File: src/rtl/serdes_tx_arbiter_pkg.sv
// Shared types and constants for the SERDES transmit arbiter.
package serdes_arb_pkg;

  localparam int unsigned DATA_W  = 16;
  localparam int unsigned STALL_W = 8;

  typedef enum logic [1:0] {
    ST_IDLE = 2'd0,
    ST_HDR  = 2'd1,
    ST_DATA = 2'd2,
    ST_PAD  = 2'd3
  } arb_state_e;

  localparam logic [7:0]        HDR_TAG  = 8'hA5;
  localparam logic [DATA_W-1:0] PAD_WORD = 16'h0000;

endpackage

File: src/rtl/serdes_tx_arbiter_if.sv
// Requester-side and tx-side signals of the arbiter; master drives requests, slave is the arbiter.
interface serdes_tx_arbiter_if #(
  parameter int unsigned NUM_CHAN = 4,
  parameter int unsigned CHAN_W   = 2
);
  import serdes_arb_pkg::*;

  logic [DATA_W*NUM_CHAN-1:0] req_dat_i;
  logic [NUM_CHAN-1:0]        req_valid_i;
  logic [NUM_CHAN-1:0]        req_sof_i;
  logic [NUM_CHAN-1:0]        req_eof_i;
  logic [NUM_CHAN-1:0]        req_rdy_o;
  logic [DATA_W-1:0]          tx_dat_o;
  logic                       tx_klsb_o;
  logic                       tx_kmsb_o;
  logic                       tx_en_o;
  logic                       tx_rdy_i;
  logic [CHAN_W-1:0]          cur_chan_o;
  logic                       busy_o;
  logic                       drop_o;
  logic                       abort_o;

  modport master (
    output req_dat_i, req_valid_i, req_sof_i, req_eof_i, tx_rdy_i,
    input  req_rdy_o, tx_dat_o, tx_klsb_o, tx_kmsb_o, tx_en_o,
           cur_chan_o, busy_o, drop_o, abort_o
  );

  modport slave (
    input  req_dat_i, req_valid_i, req_sof_i, req_eof_i, tx_rdy_i,
    output req_rdy_o, tx_dat_o, tx_klsb_o, tx_kmsb_o, tx_en_o,
           cur_chan_o, busy_o, drop_o, abort_o
  );

endinterface

File: src/rtl/serdes_tx_arbiter_rr_pick.sv
// Round-robin picker: first requester after 'last', wrapping; combinational.
module rr_pick #(
  parameter int unsigned NUM_CHAN = 4,
  parameter int unsigned CHAN_W   = $clog2(NUM_CHAN)
) (
  input  logic [NUM_CHAN-1:0] req,
  input  logic [CHAN_W-1:0]   last,
  output logic [NUM_CHAN-1:0] gnt,
  output logic [CHAN_W-1:0]   idx
);

  logic [CHAN_W-1:0] cidx;
  logic              found;

  always_comb begin
    gnt   = '0;
    idx   = '0;
    cidx  = '0;
    found = 1'b0;
    for (int unsigned i = 1; i <= NUM_CHAN; i++) begin
      cidx = CHAN_W'((32'(last) + i) % NUM_CHAN);
      if (!found && req[cidx]) begin
        gnt[cidx] = 1'b1;
        idx       = cidx;
        found     = 1'b1;
      end
    end
  end

endmodule

File: src/rtl/serdes_tx_arbiter.sv
// Packet-granular round-robin arbiter feeding one SERDES tx input; bursts are padded to even length.
module serdes_tx_arbiter #(
  parameter int unsigned NUM_CHAN    = 4,
  parameter int unsigned CHAN_W      = $clog2(NUM_CHAN),
  parameter int unsigned STALL_LIMIT = 255,
  parameter logic [7:0]  HDR_TAG     = serdes_arb_pkg::HDR_TAG
) (
  input logic          dsp_clk,
  input logic          dsp_rst,
  serdes_tx_arbiter_if.slave bus
);
  import serdes_arb_pkg::*;

  arb_state_e           state_q, state_d;
  logic [CHAN_W-1:0]    cur_chan_q, cur_chan_d;
  logic [CHAN_W-1:0]    rr_last_q, rr_last_d;
  logic                 parity_q, parity_d;
  logic [STALL_W-1:0]   stall_q, stall_d;

  logic [NUM_CHAN-1:0]  elig, flush, pick_gnt;
  logic [CHAN_W-1:0]    pick_idx;
  logic                 pick_ok;
  logic [DATA_W-1:0]    chan_dat [NUM_CHAN];
  logic [DATA_W-1:0]    g_dat;
  logic                 g_valid, g_eof, accept, stall_hit;

  logic [NUM_CHAN-1:0]  req_rdy_c;
  logic [DATA_W-1:0]    tx_dat_c;
  logic                 tx_en_c, drop_c, abort_c;

  // Heads of packets compete; stray mid-packet words are flushed instead.
  assign elig  = bus.req_valid_i & bus.req_sof_i;
  assign flush = bus.req_valid_i & ~bus.req_sof_i;

  rr_pick #(.NUM_CHAN(NUM_CHAN), .CHAN_W(CHAN_W)) u_pick (
    .req  (elig),
    .last (rr_last_q),
    .gnt  (pick_gnt),
    .idx  (pick_idx)
  );

  assign pick_ok = |(pick_gnt & ~flush);

  always_comb begin
    for (int unsigned c = 0; c < NUM_CHAN; c++) begin
      chan_dat[c] = bus.req_dat_i[c*DATA_W +: DATA_W];
    end
  end

  assign g_dat     = chan_dat[cur_chan_q];
  assign g_valid   = bus.req_valid_i[cur_chan_q];
  assign g_eof     = bus.req_eof_i[cur_chan_q];
  assign accept    = (state_q == ST_DATA) && g_valid && bus.tx_rdy_i;
  assign stall_hit = (state_q == ST_DATA) && !g_valid && bus.tx_rdy_i &&
                     (stall_q == STALL_W'(STALL_LIMIT));

  // State register and per-grant context.
  always_ff @(posedge dsp_clk or posedge dsp_rst) begin
    if (dsp_rst) begin
      state_q    <= ST_IDLE;
      cur_chan_q <= '0;
      rr_last_q  <= CHAN_W'(NUM_CHAN - 1);
      parity_q   <= 1'b0;
      stall_q    <= '0;
    end else begin
      state_q    <= state_d;
      cur_chan_q <= cur_chan_d;
      rr_last_q  <= rr_last_d;
      parity_q   <= parity_d;
      stall_q    <= stall_d;
    end
  end

  // Next state; tx_rdy_i low freezes everything including the stall count.
  always_comb begin
    state_d    = state_q;
    cur_chan_d = cur_chan_q;
    rr_last_d  = rr_last_q;
    parity_d   = parity_q;
    stall_d    = stall_q;
    case (state_q)
      ST_IDLE: begin
        stall_d = '0;
        if (bus.tx_rdy_i && pick_ok) begin
          state_d    = ST_HDR;
          cur_chan_d = pick_idx;
          rr_last_d  = pick_idx;
        end
      end
      ST_HDR: begin
        if (bus.tx_rdy_i) begin
          parity_d = 1'b1;
          state_d  = ST_DATA;
        end
      end
      ST_DATA: begin
        if (accept) begin
          parity_d = ~parity_q;
          stall_d  = '0;
          if (g_eof) state_d = (~parity_q) ? ST_PAD : ST_IDLE;
        end else if (stall_hit) begin
          stall_d = '0;
          state_d = parity_q ? ST_PAD : ST_IDLE;
        end else if (bus.tx_rdy_i) begin
          stall_d = stall_q + STALL_W'(1);
        end
      end
      ST_PAD: begin
        if (bus.tx_rdy_i) begin
          parity_d = 1'b0;
          state_d  = ST_IDLE;
        end
      end
      default: state_d = ST_IDLE;
    endcase
  end

  // Outputs; flushing is suppressed while reset is held so all outputs read 0.
  always_comb begin
    req_rdy_c = '0;
    tx_dat_c  = '0;
    tx_en_c   = 1'b0;
    drop_c    = 1'b0;
    abort_c   = 1'b0;
    case (state_q)
      ST_IDLE: begin
        if (!dsp_rst && bus.tx_rdy_i) begin
          req_rdy_c = flush;
          drop_c    = |flush;
        end
      end
      ST_HDR: begin
        tx_dat_c = {HDR_TAG, 4'h0, 4'(cur_chan_q)};
        tx_en_c  = bus.tx_rdy_i;
      end
      ST_DATA: begin
        tx_dat_c              = g_dat;
        tx_en_c               = accept;
        req_rdy_c[cur_chan_q] = accept;
        abort_c               = stall_hit;
      end
      ST_PAD: begin
        tx_dat_c = PAD_WORD;
        tx_en_c  = bus.tx_rdy_i;
      end
      default: ;
    endcase
  end

  assign bus.req_rdy_o  = req_rdy_c;
  assign bus.tx_dat_o   = tx_dat_c;
  assign bus.tx_en_o    = tx_en_c;
  assign bus.tx_klsb_o  = 1'b0;
  assign bus.tx_kmsb_o  = 1'b0;
  assign bus.cur_chan_o = cur_chan_q;
  assign bus.busy_o     = (state_q != ST_IDLE);
  assign bus.drop_o     = drop_c;
  assign bus.abort_o    = abort_c;

endmodule

File: src/flat_wrapper.sv
// flat-port wrapper written by rule: the top's interface ports become plain ports
module serdes_tx_arbiter_flat import serdes_arb_pkg::*;
#(
  parameter int unsigned NUM_CHAN    = 4,
  parameter int unsigned CHAN_W      = $clog2(NUM_CHAN),
  parameter int unsigned STALL_LIMIT = 255,
  parameter logic [7:0]  HDR_TAG     = serdes_arb_pkg::HDR_TAG
)
  (dsp_clk, dsp_rst, bus_req_dat_i, bus_req_valid_i, bus_req_sof_i, bus_req_eof_i, bus_tx_rdy_i, bus_req_rdy_o, bus_tx_dat_o, bus_tx_klsb_o, bus_tx_kmsb_o, bus_tx_en_o, bus_cur_chan_o, bus_busy_o, bus_drop_o, bus_abort_o);
  serdes_tx_arbiter_if #(.NUM_CHAN(NUM_CHAN), .CHAN_W(CHAN_W)) bus_i ();
  input logic dsp_clk;
  input logic dsp_rst;
  input wire logic [$bits(bus_i.req_dat_i)-1:0] bus_req_dat_i;
  input wire logic [$bits(bus_i.req_valid_i)-1:0] bus_req_valid_i;
  input wire logic [$bits(bus_i.req_sof_i)-1:0] bus_req_sof_i;
  input wire logic [$bits(bus_i.req_eof_i)-1:0] bus_req_eof_i;
  input wire logic [$bits(bus_i.tx_rdy_i)-1:0] bus_tx_rdy_i;
  output wire logic [$bits(bus_i.req_rdy_o)-1:0] bus_req_rdy_o;
  output wire logic [$bits(bus_i.tx_dat_o)-1:0] bus_tx_dat_o;
  output wire logic [$bits(bus_i.tx_klsb_o)-1:0] bus_tx_klsb_o;
  output wire logic [$bits(bus_i.tx_kmsb_o)-1:0] bus_tx_kmsb_o;
  output wire logic [$bits(bus_i.tx_en_o)-1:0] bus_tx_en_o;
  output wire logic [$bits(bus_i.cur_chan_o)-1:0] bus_cur_chan_o;
  output wire logic [$bits(bus_i.busy_o)-1:0] bus_busy_o;
  output wire logic [$bits(bus_i.drop_o)-1:0] bus_drop_o;
  output wire logic [$bits(bus_i.abort_o)-1:0] bus_abort_o;
  assign bus_i.req_dat_i = bus_req_dat_i;
  assign bus_i.req_valid_i = bus_req_valid_i;
  assign bus_i.req_sof_i = bus_req_sof_i;
  assign bus_i.req_eof_i = bus_req_eof_i;
  assign bus_i.tx_rdy_i = bus_tx_rdy_i;
  assign bus_req_rdy_o = bus_i.req_rdy_o;
  assign bus_tx_dat_o = bus_i.tx_dat_o;
  assign bus_tx_klsb_o = bus_i.tx_klsb_o;
  assign bus_tx_kmsb_o = bus_i.tx_kmsb_o;
  assign bus_tx_en_o = bus_i.tx_en_o;
  assign bus_cur_chan_o = bus_i.cur_chan_o;
  assign bus_busy_o = bus_i.busy_o;
  assign bus_drop_o = bus_i.drop_o;
  assign bus_abort_o = bus_i.abort_o;
  serdes_tx_arbiter #(.NUM_CHAN(NUM_CHAN), .CHAN_W(CHAN_W), .STALL_LIMIT(STALL_LIMIT), .HDR_TAG(HDR_TAG)) u_core (.dsp_clk(dsp_clk), .dsp_rst(dsp_rst), .bus(bus_i));
endmodule
File: config.mk
export PLATFORM = sky130hd
export DESIGN_NAME = serdes_tx_arbiter_flat
export DESIGN_NICKNAME = d
export VERILOG_FILES = /design/src/rtl/serdes_tx_arbiter_pkg.sv /design/src/rtl/serdes_tx_arbiter_if.sv /design/src/rtl/serdes_tx_arbiter_rr_pick.sv /design/src/rtl/serdes_tx_arbiter.sv /design/src/flat_wrapper.sv
export SDC_FILE = /design/constraint.sdc
export NUM_CORES = 1
export LEC_CHECK = 0
export ABC_AREA = 1
export BUFFER_PORTS_ARGS = -buffer_cell sky130_fd_sc_hd__clkbuf_2
export CAP_MARGIN = 20
export CORE_UTILIZATION = 46
export CTS_CLUSTER_SIZE = 40
export DETAILED_ROUTE_END_ITERATION = 12
export PLACE_DENSITY = 0.77
export SETUP_SLACK_MARGIN = 0.15
export SYNTH_ARGS = -nofsm -noshare
export SYNTH_HDL_FRONTEND = slang
export SYNTH_SLANG_ARGS = --single-unit
File: constraint.sdc
create_clock -name dsp_clk -period 3.07 [get_ports dsp_clk]
set_input_delay 0.307 -clock dsp_clk [delete_from_list [all_inputs] [get_ports dsp_clk]]
set_output_delay 0.307 -clock dsp_clk [all_outputs]
set_load 0.03 [all_outputs]
### Yosys cells after proc, flatten, opt, wreduce, memory -nomap -nowiden

Cells that the tools add are included.

* $add $sub $neg: 5
* reduce and logical (&&, ||, !) cells: 31
* mux-type cells: 60
* bitwise operators: 11
* magnitude comparators: 11
* equality and inequality tests: 11

Operators with widths (count)
* 16-bit binary-select mux with 2-bit select: 1
* 16-bit 2-to-1 mux: 2
* 16-bit case mux with 2 select lines: 1
* 2-bit 2-to-1 mux: 12
* 8-bit 2-to-1 mux: 3
* 1-bit 2-to-1 mux: 20
* 4-bit 2-to-1 mux: 5
* 4-bit bitwise AND: 4
* 8-bit case mux with 2 select lines: 1
* 1-bit logical AND: 15
* 2-bit by 3-bit less-than comparator with 1-bit output, second input constant: 5
* 1-bit binary-select mux with 2-bit select: 6
* 4-bit OR: 3
* 1-bit demux with 2-bit select: 5
* 2-bit by 1-bit greater-or-equal comparator with 1-bit output, second input constant: 5
* 8-bit by 1-bit adder with 8-bit output, second input constant: 1
* 8-bit == test, second input constant: 1
* 4-bit NOT: 2
* 2-bit case mux with 4 select lines: 1
* 4-bit case mux with 2 select lines: 1
* 4-bit OR reduction: 2
* 1-bit zero test: 5
* 5-bit AND reduction: 1
* 2-bit by 1-bit adder with 2-bit output, second input constant: 2
* 19 further kinds: 25

* output and inout bits: 28
* bits in registers: 15
* logic and storage cells: 134

### Logic depth before layout (Yosys ltp)

Gate-level depths: netlist of the first run.

* depth in word-level cells: 18
* gate-level depth with buffers: 19
* gate-level depth less buffers: 18

### Modules after synthesis

A second synthesis of the first run with hierarchy kept.

* cell total of the unflattened synthesis: 337
* area, all modules: 2230.9 um^2

Modules (own cells, without submodules)
* serdes_tx_arbiter: times used 1, cells an instance 252, area an instance 1695.4 um^2, seq. area each 377.9 um^2
* rr_pick: times used 1, cells an instance 85, area an instance 535.5 um^2, seq. area each 0.0 um^2

### Least setup slack after synthesis of the first run

No wires, ideal clock.

* path kind: flip-flop to flip-flop
* start: reg u_core.rr_last_q[0]
* end: reg u_core.cur_chan_q[1] (netlist: u_core.bus.cur_chan_o[1])
* data arrival time: 2.138 ns
* stages on the path, launching flop included: 16
* data required time: 2.938 ns
* period minus slack after synthesis: 2.270 ns
* path slack: 0.800 ns
* setup time: 0.132 ns
* path through: dfstp_2 -> buf_6 -> inv_6 -> ha_1 -> inv_1 -> nand3_1 -> nand2_2 -> nand3_2 -> nor2_2 -> nand2_1 -> nand3b_1 -> nand2_1 -> nand4_1 -> nand3_2 -> nand2_1 -> o21ai_1

* word-level cells in the longest chain between the ends: 17

RTL lines
* start: declaration: RTL line serdes_tx_arbiter.sv:16 `logic [CHAN_W-1:0] rr_last_q, rr_last_d;`
* start signal: assignment: RTL line serdes_tx_arbiter.sv:62 `rr_last_q <= CHAN_W'(NUM_CHAN - 1);`
* start signal: assignment: RTL line serdes_tx_arbiter.sv:68 `rr_last_q <= rr_last_d;`
* branches (longest 17 deep; another with 2-bit by 3-bit less-than comparator with 1-bit output)
* end signal: assignment: RTL line serdes_tx_arbiter.sv:67 `cur_chan_q <= cur_chan_d;`
* end: declaration: RTL line serdes_tx_arbiter.sv:15 `logic [CHAN_W-1:0] cur_chan_q, cur_chan_d;`

Parallel ways; which one is timed is not known. The select of a mux whose other input is x is not followed.
A chain may end at the register's enable or synchronous reset.

### Final worst setup path of the first run

Same ends and word-level chain as after synthesis.

==> flow_summary.yaml, run 1 <==
run_status:
  status: "finished clean"
floorplan:
  pin_count: 107
  die_w_um: 68.51
  core_um2: 4115
  dieHeight_um: 68.51
  die-area_um2: 4693
  row_count: 23
  start_util_pct: 49.44
clock_tree:
  cts_max_level: 1
  cts_buffers: 3
  clkLatencyLatePin_ns: 0.25
  clock_sinks: 15
  cts_setup_buffers: 0
  post_cts_resized: 0
  cts_root_buf: "clkbuf_8"
  holdBufCountCts: 0
  clkTransAtPathRegs_ns: 0.07
  cts_tree: "done"
  clk_path_buf_depth: 2
detailed_routing:
  finalWirelength_um: 6076
  drc: 0
  firstDrtPassIters: 4
  wl_per_cell_um: 13.15
  drt_iter0_markers: 193
  vias: 2513
  detail_route.vias_per_cell: 5.439
  ant_nets: 0
grt:
  grt_usage_pct: 27.25
  grt_max_degree: 21
  grt_pass1_vias: 2293
  antenna_found_initial: 0
  gr-total-overflow: 0
  grt_pass1_wl_um: 9867
power:
  leakagePower_nw: 1.405
  p_per_area_nw_per_um2: 903.7
  peakVddDrop_mv: 0.5017
placed_design:
  port-buffer-count: 104
  hpwlAfterDp_um: 4886
  pre_cts_slack_ns: 0.5788
  gp_congestion: 0.8502
critical_path:
  critical_path.endpoint: "u_core.bus.cur_chan_o[1]"
  path_class: "register to register"
  cp.depth: 14
  critPathSlowestCell: "dfstp_2"
  startpoint: "u_core.rr_last_q[0]"
  end_kind: "register"
  r2r_start: "u_core.rr_last_q[0]"
  crit_path_max_incr_delay_ns: 0.70
  rr_endpoint: "u_core.bus.cur_chan_o[1]"
  cp_cell_sequence: "inv_6, ha_1, inv_1, nand3_1, nand2_2, nand3_2, nor2_2, nand2_1, nand3b_1, nand2_1, nand4_1, nand3_2, nand2_1, o21ai_1"
  cp.required_ns: 3.19
  critPathMostFrequentCell: "nand2_1"
  worstPathArrival_ns: 2.67
  critPathMaxFanout: 12
  crit_family: "simple AND/OR/NAND/NOR gates"
  rrSetupSlack_ns: 0.52
  crit_path_start_kind: "register"
  ff2ff_path_depth: 14
  path_buf_inv: 2
final_layout:
  fillers: 396
  n_antenna_cell: 0
  syn2layout_area_growth_pct: 29.46
  nNetsFinal: 505
  multi_input_area_um2: 1453
  seqCellArea_um2: 379.1
  drive_gt1_share_pct: 34.95
sta:
  min_period_ns: 2.549
  final.setup_skew_ns: 0.006273
  finalSetupViolCount: 0
  fin_ws_ns: 0.5207
  rsz0062_at_grt: "no"
  fin_crit_sh_pct: 83.04
  tns_ns: 0
  hold_viol_final: 0
  slew_violations: 0
  max_freq_mhz: 392.3
synth:
  synth_cell_types: 42
  yosysTopAreaCell: "dfrtp_1"
  netlist_top_cells_area: "dfrtp_1 16%, nand2_1 14%, nand3_1 10%"
  ys_ff_latch: 15
  synth_async_sr_flop_share_pct: 100.0
  syn_avg_cell_area_um2: 6.542
  synth_top_area_share_pct: 15.99
  yosys_warnings: 0
  syn_area_um2: 2034
  seq_area_frac_synth_pct: 18.57
  synthFlopType: "dfrtp_1"
  synth_edf_count: 0
  syn_inst: 311
flow_run:
  max-cap-violations: 0
worst_hold_path:
  hold_class: "input port to asynchronous set/reset pin"
-- registers in the layout, summed over array words and instances (netlist names) --
name	cells
u_core.stall_q	8
u_core.rr_last_q	2
u_core.state_q	2
u_core.parity_q	1
u_core.bus.cur_chan_o	2
-- worst min-delay path by stage --
stage	slack, ns	to	start
6_report	0.03	u_core.stall_q[7]	dsp_rst
5_1_grt	0.06	u_core.stall_q[5]	dsp_rst
4_1_cts	0.04	u_core.stall_q[5]	dsp_rst
3_5_place_dp	0.30	u_core.stall_q[5]	dsp_rst
3_3_place_gp	0.31	u_core.stall_q[5]	dsp_rst
2_1_floorplan	0.21	u_core.bus.cur_chan_o[0]	dsp_rst
-- final cells by class --
type / count / area share, %
sequential: 15 / 14.39
clock inverter: 1 / 0.1900
tap: 50 / 2.375
clock buffer: 3 / 1.568
multi-input combinational: 250 / 55.15
timing repair buffer: 109 / 21.19
inverter: 34 / 5.131
-- routing by layer --
metal	routed length, um	up-vias	part of all wire, %	GRT usage [%]
met2	3017	93	50	46.69
met4	93	0	1.5	8.854
met5	0	-	0	0
met1	2647	1129	44	35.14
met3	317	8	5.2	3.454
li1	-	1283	-	-
-- Yosys cell counts (3+ instances only) --
master,n
a21oi_1,12
clkbuf_1,7
inv_1,28
nand4_1,6
o21ai_1,5
nand3_1,42
nand3_2,6
ha_1,13
nand2_1,74
o22ai_1,7
a22oi_1,10
o21ai_0,11
a221oi_1,7
inv_2,3
dfrtp_1,13
a31oi_1,10
nor2_1,17
nor2_4,3
nor3_1,3
nand2_2,5
buf_4,4
-- kinds of logic after synthesis --
family	Yosys count	synth area share, %
xor gates and xnor gates	2	0.8612
AOI/OAI and AO/OA	70	22.63
and+or+nand+nor	163	39.55
other	1	0.1843
buffers and inverters	47	10.21
adders and majority gates	13	7.995
DFF	15	18.57
-- tightest hold or removal path: cells and delay by family --
kind | cells | cell delay [ns]
buffers and inverters | 3 | 0.34
-- report_power, final --
| part | internal [mW] | leakage, nW | switching, mW |
|---|---|---|---|
| sequential | 0.261 | 0.193 | 0.0968 |
| clock | 0.0899 | 0.0255 | 0.0762 |
| combinational | 0.598 | 1.19 | 1.26 |
| total | 0.949 | 1.40 | 1.43 |
-- cells in the final DEF (no fill, tap or decap), types with 3 or more instances in the layout --
master,Yosys,layout
a21oi_1,12,12
a221oi_1,7,7
a22oi_1,10,10
a31oi_1,10,10
buf_4,4,5
clkbuf_2,0,104
clkbuf_8,0,3
dfrtp_1,13,12
ha_1,13,13
inv_1,28,28
inv_2,3,3
nand2_1,74,74
nand2_2,5,5
nand3_1,42,42
nand3_2,6,6
nand4_1,6,6
nor2_1,17,17
nor2_4,3,3
nor3_1,3,3
o21ai_0,11,11
o21ai_1,5,5
o22ai_1,7,7
-- metrics by stage --
step	total power, mW	hold slack (ns)	instances	utilization [%]	cell area (um2)
2_1_floorplan	1.784	0.2150	312	-	2038
3_3_place_gp	2.180	0.3052	458	62.85	2586
3_5_place_dp	2.191	0.3028	458	62.85	2586
4_1_cts	2.363	0.03675	462	63.97	2633
5_1_grt	2.603	0.06218	462	64.00	2634
6_report	2.380	0.02770	462	64.00	2634
Power figures use the tool's default switching activity.
==> run 2: changes to the inputs <==
clock period = 2.5 ns   (was 3.07 ns; I/O delays follow)
==> run 2 against run 1 <==
Clock-buffer cell count increased by 1. Sequential cell count unchanged. Sequential share of layout area decreased by 0.88 points. Highest routed layer unchanged. Non-clock buffer count increased by 16. First-iteration DRC count decreased by 26%. Cell count increased by 3.5%. Total power increased by 36%. Critical path type is now register to output pin. Critical path depth decreased by 5. Die area unchanged.
==> flow_summary.yaml, run 2 (same netlist as run 1, synthesis figures left out) <==
grt:
  gr-total-overflow: 0
  grt_usage_pct: 26.68
  antenna_found_initial: 0
  grt_pass1_vias: 2263
  grt_max_degree: 18
  grt_pass1_wl_um: 9618
critical_path:
  critPathMaxFanout: 8
  crit_path_start_kind: "register"
  crit_family: "buffers and inverters"
  startpoint: "u_core.state_q[0]"
  path_buf_inv: 4
  worstPathArrival_ns: 1.97
  end_kind: "output pin"
  cp.required_ns: 2.25
  r2r_start: "u_core.rr_last_q[1]"
  cp_cell_sequence: "inv_1, ha_4, nand2_1, inv_1, nand2_4, inv_1, a21oi_1, nor2_1, clkbuf_2"
  critPathSlowestCell: "dfrtp_1"
  crit_path_max_incr_delay_ns: 0.44
  critPathMostFrequentCell: "inv_1"
  path_class: "register to output pin"
detailed_routing:
  drt_iter0_markers: 142
  top_layer_used: "met4"
  firstDrtPassIters: 4
  ant_nets: 0
  wl_per_cell_um: 13.10
  wl_met2_um: 3174
  drc: 0
  vias: 2575
  met1_length_um: 2608
  detail_route.vias_per_cell: 5.387
  wl_met3_um: 371
  finalWirelength_um: 6261
power:
  combPwrFrac_pct: 81.6
  peakVddDrop_mv: 0.5812
  p_per_area_nw_per_um2: 1152
  leakagePower_nw: 1.483
  power_frac_clock_pct: 6.1
  p_sw_share_pct: 57.40
  power.total_mw: 3.243
  seqPwrFrac_pct: 12.4
  power.switching_mw: 1.862
  intPower_mw: 1.381
sta:
  tns_ns: 0
  final.setup_skew_ns: 0.002195
  whs_ns: 0.02450
  rsz0062_at_grt: "no"
  min_period_ns: 2.219
  finalSetupViolCount: 0
  slew_violations: 0
  max_freq_mhz: 450.6
  fin_crit_sh_pct: 88.77
  hold_viol_final: 0
final_layout:
  syn2layout_area_growth_pct: 38.31
  nNetsFinal: 521
  seqCellArea_um2: 380.4
  design_area_um2: 2814
  layout_commonest_cell: "clkbuf_2"
  n_antenna_cell: 0
  drive_gt1_share_pct: 39.02
  fillers: 350
  top_register: "u_core.stall_q"
  multi_input_area_um2: 1510
  largest_reg_flops: 8
  layout_common_cells: "104 x clkbuf_2, 72 x nand2_1, 41 x nand3_1"
floorplan:
  row_count: 23
  dieHeight_um: 68.51
  core_um2: 4115
  die_w_um: 68.51
  die-area_um2: 4693
  start_util_pct: 49.44
  pin_count: 107
placed_design:
  postPlaceCellArea_um2: 2616
  hpwlAfterDp_um: 4915
  gp_congestion: 0.9246
  port-buffer-count: 104
run_status:
  status: "finished clean"
clock_tree:
  clock_sinks: 15
  cts_root_buf: "clkbuf_8"
  clkLatencyLatePin_ns: 0.25
  cts_tree: "done"
  cts_buffers: 3
  clkTransAtPathRegs_ns: 0.06
  clk_path_buf_depth: 2
  holdBufCountCts: 0
  cts_max_level: 1
flow_run:
  max-cap-violations: 0
worst_hold_path:
  hold_class: "input port to asynchronous set/reset pin"
run 2: cell types whose count changed in the layout (fill, tap and decap cells not counted), moves of 2 or more:
cell | before | now
buf_4 | 5 | 21
ha_1 | 13 | 10
ha_4 | 0 | 2
nand2_1 | 74 | 72
nand2_2 | 5 | 7
nand3_4 | 0 | 2
run 2: routing by layer:
metal	GRT usage, %	vias to the layer above
met1	32.34	1146
met2	48.16	101
met4	5.990	0
li1	-	1318
met5	0	-
met3	5.099	10
run 2: metrics by stage:
step / setup slack [ns] / cells / utilization (%)
after global routing: 0.1388 / 478 / 68.38
after floorplan: 0.2298 / 312 / -
after CTS: 0.1501 / 466 / 64.73
after global placement: 0.2397 / 462 / 63.58
final: 0.2807 / 478 / 68.38
after detailed placement: 0.1595 / 462 / 63.58
run 2: path summary, 6_finish.rpt:
check	cells past startpoint	slack [ns]	end
min	3	0.02	u_core.stall_q[7]
max in group asynchronous	3	2.24	u_core.rr_last_q[0]
max	9	0.28	bus_tx_en_o
max reg2reg	15	0.31	u_core.bus.cur_chan_o[1]
min in group dsp_clk	3	0.36	u_core.rr_last_q[0]
min reg2reg	2	0.52	u_core.stall_q[1]
run 2: final cells by class:
cell class	count	share of cell area, %
Sequential cell	15	13.52
Tap cell	50	2.223
Inverter	34	4.891
Clock buffer	4	1.601
Multi-Input combinational cell	250	53.67
Timing Repair Buffer	125	24.10
run 2: worst reg2reg max path, stage by stage, from the launching register on:
cell     delay, ns
dfstp_2       0.54
inv_1         0.08
ha_4          0.26
inv_4         0.08
nand3_2       0.08
nand2_2       0.14
buf_4         0.13
nand3_1       0.07
nand2_1       0.06
inv_1         0.03
nand3_1       0.09
nand2_1       0.07
nand4_1       0.13
nand3_4       0.12
nand2_1       0.09
o21ai_1       0.07
run 2: power by group through the flow:
| stage | logic, mW | registers, mW | clock network [mW] |
|---|---|---|---|
| 2_1_floorplan | 1.79 | 0.404 | 0 |
| 3_5_place_dp | 2.31 | 0.421 | 0 |
| 4_1_cts | 2.32 | 0.423 | 0.196 |
| 5_1_grt | 2.92 | 0.410 | 0.208 |
| 3_3_place_gp | 2.29 | 0.421 | 0 |
| 6_report | 2.64 | 0.402 | 0.196 |
run 2: what timing repair did:
item | in CTS | in global routing
endpoints found under the setup margin | 13 | 26
buffers inserted | 0 | 12
pin swaps | 0 | 6
resized for setup | 2 | 13
endpoints found under the hold margin | 0 | 0
==> run 3: changes to the inputs <==
--- a/config.mk
+++ b/config.mk
@@ -14,2 +14,3 @@
 export PLACE_DENSITY = 0.77
+export REMOVE_ABC_BUFFERS = 1
 export SETUP_SLACK_MARGIN = 0.15
==> constraint.sdc (replaced) <==
create_clock -name dsp_clk -period 2.5 [get_ports dsp_clk]
set_input_delay 0.5 -clock dsp_clk [delete_from_list [all_inputs] [get_ports dsp_clk]]
set_output_delay 0.5 -clock dsp_clk [all_outputs]
set_load 0.03 [all_outputs]
==> run 3 against run 2 <==
Cell area is 1.0% lower. Maximum frequency is 2.7% lower. Routed wire length is 5.7% higher. Critical path type unchanged. Largest power group unchanged.
==> flow_summary.yaml, run 3 (same netlist as run 1, synthesis figures left out) <==
grt:
  grt_most_used_layer: "met2"
  gr-total-overflow: 0
  grt_usage_pct: 26.75
  grt_pass1_wl_um: 9556
  grt_pass1_vias: 2184
  grt_use_met1_pct: 31.26
  antenna_found_initial: 0
  grt_use_met3_pct: 3.947
  grt_max_degree: 19
  grt_use_met2_pct: 50.12
critical_path:
  ff2ff_path_depth: 14
  rr_endpoint: "u_core.bus.cur_chan_o[1]"
  rrSetupSlack_ns: 0.31
  cp.required_ns: 2.00
  worstPathArrival_ns: 1.78
  crit_path_max_incr_delay_ns: 0.42
  end_kind: "output pin"
  path_class: "register to output pin"
  cp_cell_sequence: "inv_1, ha_2, nand3_1, a41oi_1, clkbuf_2"
  critPathMaxFanout: 5
  crit_path_start_kind: "register"
  critPathSlowestCell: "dfrtp_1"
  r2r_start: "u_core.rr_last_q[0]"
clock_tree:
  clock_sinks: 15
  cts_root_buf: "clkbuf_8"
  cts_tree: "done"
  clkTransAtPathRegs_ns: 0.06
  cts_max_level: 1
  clk_path_buf_depth: 2
  cts_buffers: 3
  clkLatencyLatePin_ns: 0.25
floorplan:
  die_w_um: 68.51
  pin_count: 107
  dieHeight_um: 68.51
  die-area_um2: 4693
  start_util_pct: 49.44
  core_um2: 4115
  row_count: 23
final_layout:
  syn2layout_area_growth_pct: 36.90
  nNetsFinal: 515
  n_antenna_cell: 0
  drive_gt1_share_pct: 39.34
  top_register: "u_core.stall_q"
  layout_commonest_cell: "clkbuf_2"
  design_area_um2: 2785
  largest_reg_flops: 8
  finish.utilization_pct: 67.68
  layout_common_cells: "100 x clkbuf_2, 71 x nand2_1, 42 x nand3_1"
flow_run:
  max-cap-violations: 0
detailed_routing:
  finalWirelength_um: 6618
  ant_nets: 0
  vias: 2618
  drc: 0
  detail_route.vias_per_cell: 5.547
  firstDrtPassIters: 4
  drt_iter0_markers: 120
  wl_per_cell_um: 14.02
sta:
  fin_crit_sh_pct: 91.23
  min_period_ns: 2.281
  rsz0062_at_grt: "yes"
  final.setup_skew_ns: 0.005146
  finalSetupViolCount: 0
  slew_violations: 0
  hold_viol_final: 0
  max_freq_mhz: 438.4
run_status:
  status: "finished clean"
worst_hold_path:
  hold_class: "input port to asynchronous set/reset pin"
power:
  peakVddDrop_mv: 0.5891
  p_per_area_nw_per_um2: 1142
  leakagePower_nw: 1.468
placed_design:
  gp_congestion: 0.9363
  port-buffer-count: 104
  postPlaceCellArea_um2: 2639
  hpwlAfterDp_um: 5110
==> run 3: cell count changes in the layout (fill, tap and decap cells not counted), moves of 2 or more <==
cell	delta
buf_4	-5
clkbuf_2	-4
o21ai_0	-3
o21ai_1	+3
buf_6	+2
nand2_4	+2
nand3_4	-2
==> run 3: power breakdown <==
part | internal [mW] | switching, mW | leakage [nW]
clock network | 0.113 | 0.0849 | 0.0228
registers | 0.321 | 0.0675 | 0.192
logic | 0.889 | 1.71 | 1.25
==> run 3: area by class of cell <==
type / instances / area (um2)
repair buffers: 119 / 648.1
fillers: 359 / 1330
inverters: 34 / 138.9
multi-input cells: 250 / 1510
clock buffers: 4 / 45.04
well taps: 50 / 62.56
flip-flops and latches: 15 / 380.4
==> run 3: worst max path at each step <==
| stage | end | slack, ns | start | cells past startpoint |
|---|---|---|---|---|
| 6_report | bus_drop_o | 0.22 | u_core.state_q[1] | 5 |
| 3_3_place_gp | u_core.bus.cur_chan_o[1] | 0.26 | u_core.rr_last_q[0] | 14 |
| 5_1_grt | bus_tx_en_o | 0.13 | u_core.state_q[0] | 9 |
| 3_5_place_dp | u_core.bus.cur_chan_o[0] | 0.16 | u_core.rr_last_q[0] | 14 |
| 2_1_floorplan | bus_tx_en_o | -0.27 | u_core.bus.cur_chan_o[0] | 8 |
| 4_1_cts | bus_tx_en_o | 0.14 | u_core.bus.cur_chan_o[1] | 10 |
==> run 3: per-layer routing <==
metal	share of wire, %	vias to the layer above
met5	0	-
met4	2.1	0
met3	6.8	16
met2	51	98
met1	40	1199
li1	-	1305
==> run 3: what timing repair did <==
item | 4_1_cts | 5_1_grt
endpoints found under the hold margin | 0 | 0
setup buffers | 2 | 1
resized for setup | 7 | 24
setup endpoints to repair | 17 | 21
hold buffers | 0 | 0
pin swaps | 1 | 3
==> run 3: stage by stage <==
step	setup WS, ns	TNS, ns	cells	power [mW]	hold slack [ns]
global route	0.1304	0	472	3.462	0.3294
CTS	0.1433	0	471	3.023	0.2881
finish	0.2191	0	472	3.182	0.2868
global placement	0.2556	0	465	2.749	0.5036
detailed placement	0.1592	0	465	2.785	0.5299
floorplan	-0.2711	-2.919	299	2.118	0.4080
==> run 3: worst max-delay path: cells and delay by family, from the launching register on <==
family / cells / cell delay, ns
flip-flops: 1 / 0.42
adder cells (fa/ha/maj): 1 / 0.27
AO/OA/AOI/OAI: 1 / 0.25
buffers and inverters: 2 / 0.40
AND/OR/NAND/NOR: 1 / 0.19
